File: config.mk
export PLATFORM = sky130hd
export DESIGN_NAME = alu_writeback_unit
export DESIGN_NICKNAME = d
export VERILOG_FILES = /design/src/rtl/alu_writeback_unit.sv
export SDC_FILE = /design/constraint.sdc
export NUM_CORES = 1
export LEC_CHECK = 0
export BUFFER_PORTS_ARGS = -buffer_cell sky130_fd_sc_hd__buf_2
export CORE_MARGIN = 3
export CORE_UTILIZATION = 54
export DETAILED_ROUTE_END_ITERATION = 6
export GPL_TIMING_DRIVEN = 1
export PLACE_DENSITY = 0.85
export SKIP_LAST_GASP = 1
export SLEW_MARGIN = 20
export SYNTH_ARGS = -nofsm -noshare
export SYNTH_HDL_FRONTEND = slang
export SYNTH_SLANG_ARGS = --single-unit
export TNS_END_PERCENT = 100
File: constraint.sdc
create_clock -name clk -period 3.2 [get_ports clk]
set_clock_uncertainty 0.2 [all_clocks]
set_input_delay 0.32 -clock clk [delete_from_list [all_inputs] [get_ports clk]]
set_output_delay 0.32 -clock clk [all_outputs]
set_load 0.01 [all_outputs]
File: src/rtl/alu_writeback_unit.sv
// Hack execute/writeback stage: updates A/D/PC on accept, one data-memory write per M-dest instruction.
// Zero-cycle accept; an M write stalls intake (instr_ready=0) until mem_wr_ready. WB_RETIRE_CNT_EN adds retired_count.
module alu_writeback_unit #(
    parameter int                 DATA_WIDTH = 16,
    parameter int                 PC_WIDTH   = 15,
    parameter logic [PC_WIDTH-1:0] RESET_PC  = '0
) (
    input  logic                  clk,
    input  logic                  reset,
    input  logic                  instr_valid,
    output logic                  instr_ready,
    input  logic [15:0]           instr,
    input  logic [DATA_WIDTH-1:0] alu_out,
    input  logic                  alu_zr,
    input  logic                  alu_ng,
    output logic [DATA_WIDTH-1:0] a_reg,
    output logic [DATA_WIDTH-1:0] d_reg,
    output logic [PC_WIDTH-1:0]   pc,
    output logic                  mem_wr_valid,
    input  logic                  mem_wr_ready,
    output logic [PC_WIDTH-1:0]   mem_addr,
    output logic [DATA_WIDTH-1:0] mem_wdata
`ifdef WB_RETIRE_CNT_EN
    ,
    output logic [31:0]           retired_count
`endif
);

    typedef enum logic {READY, WR_WAIT} state_t;

    state_t              state;
    logic                accept;
    logic                is_c;
    logic                take;
    logic [PC_WIDTH-1:0] pc_inc;
    logic [PC_WIDTH-1:0] a_target;
    logic                unused_instr_bits;

    assign instr_ready  = (state == READY);
    assign mem_wr_valid = (state == WR_WAIT);
    assign accept       = instr_valid & instr_ready;
    assign is_c         = instr[15];
    assign pc_inc       = pc + PC_WIDTH'(1);
    assign a_target     = a_reg[PC_WIDTH-1:0];
    // Comp bits are consumed by the upstream ALU, not here.
    assign unused_instr_bits = ^instr[14:6];

    always_comb begin
        take = (instr[2] & alu_ng) | (instr[1] & alu_zr) | (instr[0] & ~alu_ng & ~alu_zr);
    end

    always_ff @(posedge clk) begin
        if (reset) begin
            state     <= READY;
            a_reg     <= '0;
            d_reg     <= '0;
            pc        <= RESET_PC;
            mem_addr  <= '0;
            mem_wdata <= '0;
        end else begin
            case (state)
                READY: begin
                    if (accept) begin
                        if (!is_c) begin
                            a_reg <= DATA_WIDTH'(instr);
                            pc    <= pc_inc;
                        end else begin
                            // Jump target and write address both use the pre-edge A value.
                            pc <= take ? a_target : pc_inc;
                            if (instr[5]) a_reg <= alu_out;
                            if (instr[4]) d_reg <= alu_out;
                            if (instr[3]) begin
                                mem_addr  <= a_target;
                                mem_wdata <= alu_out;
                                state     <= WR_WAIT;
                            end
                        end
                    end
                end
                WR_WAIT: begin
                    if (mem_wr_ready) state <= READY;
                end
                default: state <= READY;
            endcase
        end
    end

`ifdef WB_RETIRE_CNT_EN
    always_ff @(posedge clk) begin
        if (reset)       retired_count <= '0;
        else if (accept) retired_count <= retired_count + 32'd1;
    end
`endif

endmodule

==> results list <==
- TritonCTS built the clock tree.
- For the worst setup path, the data required time is 3.26 ns.
* Wire length of the first global-routing pass: 15.5 mm
- Remaining antenna violation count: 0
- VDD sags by at most 0.000346 V.
- Across the run, the number of max-cap violations was 0.
- Row generation in the floorplan step produced 28 rows.
* Total track usage: 0.263
- Top-Level Pins: 118
- Sw frac: 0.276
* Synth Warn #: 0
* Proportion of netlist area held by the largest area contributor: 0.456
- Cell types with the largest area share after synthesis: dfxtp_1, nand2_1, a21oi_1
* Final net count: 556
- The critical path is of the flip-flop to flip-flop type.
- The filler cells instantiated in the layout total 498.
- After global routing the overflow that remains totals 0.
* Finish-stage setup viols: 0
- Most frequent cells in the layout: buf_2, nand2_1, dfxtp_1
- Total CTS buffers: 9
- Arrival @ worst endpoint: 2.15 ns
- STA classifies the critical path endpoint as a flip-flop.
- CTS resizes: 0
- Tightest slew margin relative to the limit: 0.427
* Critical-path maximum fanout: 28
- For this run, the number of standard cells in the final layout without fillers is 596.
* Most frequent standard cell in the layout excluding fill and tap cells: buf_2
- CTS sink count: 79
- The final-report max-slew violation count came to 0.
* Pin count of the biggest net entering global routing: 47
- The analysis attributes to cell leakage a power of 1.84 nW.
* Delay contributed by the slowest stage of the critical path: 0.74 ns
* Hold violation count in the final report: 0
- The slowest stage of the critical path belongs to the cell o21a_1.
- For this design the ratio of total power to cell area is 495 mW/mm2.
- The share of total power dissipated in combinational logic is 0.127.
- Relative to the synthesized area, the layout overhead comes to 21.3%.
- The analysis attributes to net switching a power of 0.000575 W.
- Width of the chip: 86.1 um
- Part of the power in registers: 0.514
* Syn_nets: 454
- Dpl hpwl: 7.03 mm
- Sum of routed wire length over all layers: 9.79 mm
* DRC: 0
- The most used flip-flop cell after synthesis is dfxtp_1.
- Number of flops mapped to enable cells by yosys: 0
- Number of antenna violations at the first check in global routing: 0
* Clock-pin slew on the worst setup and hold paths: 0.08 ns
- In the final layout, flip-flops and latches occupy 0.00158 mm2.
* Placed instance count: 581
* Cell taking the most area after synthesis: dfxtp_1
* Number of buffers between clock root and the deepest sink: 2
- Post-CTS timing repair inserted 0 buffers for setup.
- Counting flops with an async set or reset pin after synthesis yields a share of 0.
* Min Tclk post-route: 2.09 ns
* Cells after Synth: 415
* Netlist area before placement: 0.00347 mm2
- In this run the standard cell core region covers 0.00606 mm2.
- Wire length per cell: 16.4 um
* Nature of the critical path startpoint: flip-flop
- Of the cells placed in the final design, the portion with a size suffix greater than 1 is 0.286.
- Number of antenna cells inserted: 0
- Final total negative setup slack: 0 ns
- Total power for the finished layout comes to 0.00208 W.
* Post-CTS Hold Fix Bufs: 0
* Result of the run: finished clean
* Die Span Y: 86.1 um
* Number of input and output port buffers inserted: 117
- Root cell of the clock tree: clkbuf_8
- Fmax achieved: 478 MHz
- Setup repair after global routing missed its margin: false
- Area of the die: 0.00742 mm2
* Internal cell power: 0.00151 W
- CTS H-tree depth: 3
- Vias per inst: 5.83
- The share of the Yosys chip area taken by registers is 0.456.
* Placer's final routability congestion estimate: 0.869
- The routed layout has 3474 vias.
- Via count of the first global-routing pass: 3251
* Area taken by multi-input logic gates: 0.00168 mm2
* Number of iterations in the first detailed-routing pass: 5
* Clk pwr share: 0.359
- In the finished design, the share of the clock period the worst path needs comes to 0.653.
- The worst hold path belongs to the class input pin to flip-flop.
- A synthesized cell averages 8.36 um2.
* Clock latency reported for the late side of the worst-skew pair: 0.35 ns
- Starting Density: 0.572
* Count of routing violations after the opening detailed-route iteration: 234
- Register bit count reported by yosys: 79
- Synthesis instantiated 51 different standard cells from the library.
- Cell chain of the critical path: nor2b_1 -> o21a_1 -> nor2_1 -> a211oi_1
- For the pin with the worst max-slew slack, the measured transition is 0.860 ns.
==> worst max-delay path, delay by kind of cell (launching register included) <==
| kind | cells | cell delay (ns) |
|---|---|---|
| AOI/OAI and AO/OA | 2 | 0.98 |
| DFF | 1 | 0.35 |
| and+or+nand+nor | 2 | 0.48 |
==> routing by layer <==
layer	GRT usage	vias to the layer above	part of all wire
met5	0	-	0
met4	0.119	0	0.026
met3	0.0826	24	0.092
met2	0.418	166	0.47
met1	0.325	1626	0.41
li1	-	1658	-
==> through the flow <==
stage | setup slack [ns] | hold slack (ns) | util | area, um2
4_1_cts | 1.13 | 0.0183 | 0.694 | 4210
3_5_place_dp | 1.06 | 0.243 | 0.662 | 4010
6_report | 1.11 | 0.0323 | 0.694 | 4210
3_3_place_gp | 1.14 | 0.239 | 0.662 | 4010
5_1_grt | 0.855 | 0.0331 | 0.694 | 4210
2_1_floorplan | 1.48 | 0.256 | - | 3470
==> cells in the mapped netlist, types with 4 or more instances <==
library cell  count
o21ai_0           5
nor2_1           23
nand3_1          10
dfxtp_1          79
buf_4             4
buf_2            10
mux2i_1          17
clkbuf_1         11
inv_1             7
a21oi_1          54
nand2_1         107
a211oi_1         14
and3_1            4
nand4_1           6
o32ai_1           5
==> final timing paths <==
kind,start,endpoint,slack (ns),cells past startpoint
max,mem_wr_valid$_SDFF_PP0_,a_reg[12]$_SDFFE_PP0P_,1.11,4
min,alu_out[6],d_reg[6]$_SDFFE_PP0P_,0.03,3
max reg2reg,mem_wr_valid$_SDFF_PP0_,a_reg[12]$_SDFFE_PP0P_,1.11,4
min reg2reg,d_reg[2]$_SDFFE_PP0P_,d_reg[2]$_SDFFE_PP0P_,0.26,2
==> area by class of cell <==
| cell class | count | area share |
|---|---|---|
| Sequential cell | 79 | 0.376 |
| Clock buffer | 10 | 0.0327 |
| Timing Repair Buffer | 122 | 0.148 |
| Multi-Input combinational cell | 297 | 0.400 |
| Inverter | 8 | 0.00714 |
| Clock inverter | 5 | 0.0140 |
| Tap cell | 75 | 0.0223 |
==> logic make-up (layout without fill, tap and decap cells) <==
family / count (synthesis) / count (layout) / share of synthesized area
compound gates: 105 / 105 / 0.200
flops: 79 / 79 / 0.456
simple gates: 170 / 170 / 0.219
mux: 21 / 21 / 0.0620
buf+inv: 39 / 145 / 0.0588
fa+ha+maj: 1 / 1 / 0.00361
==> power by group through the flow <==
stage / logic, W / registers (W) / clock network, W
6_report: 0.000265 / 0.00107 / 0.000748
2_1_floorplan: 0.000150 / 0.00110 / 0
5_1_grt: 0.000291 / 0.00107 / 0.000790
3_5_place_dp: 0.000263 / 0.00109 / 0
3_3_place_gp: 0.000255 / 0.00109 / 0
4_1_cts: 0.000264 / 0.00107 / 0.000754
(Power assumes the default switching activity.)
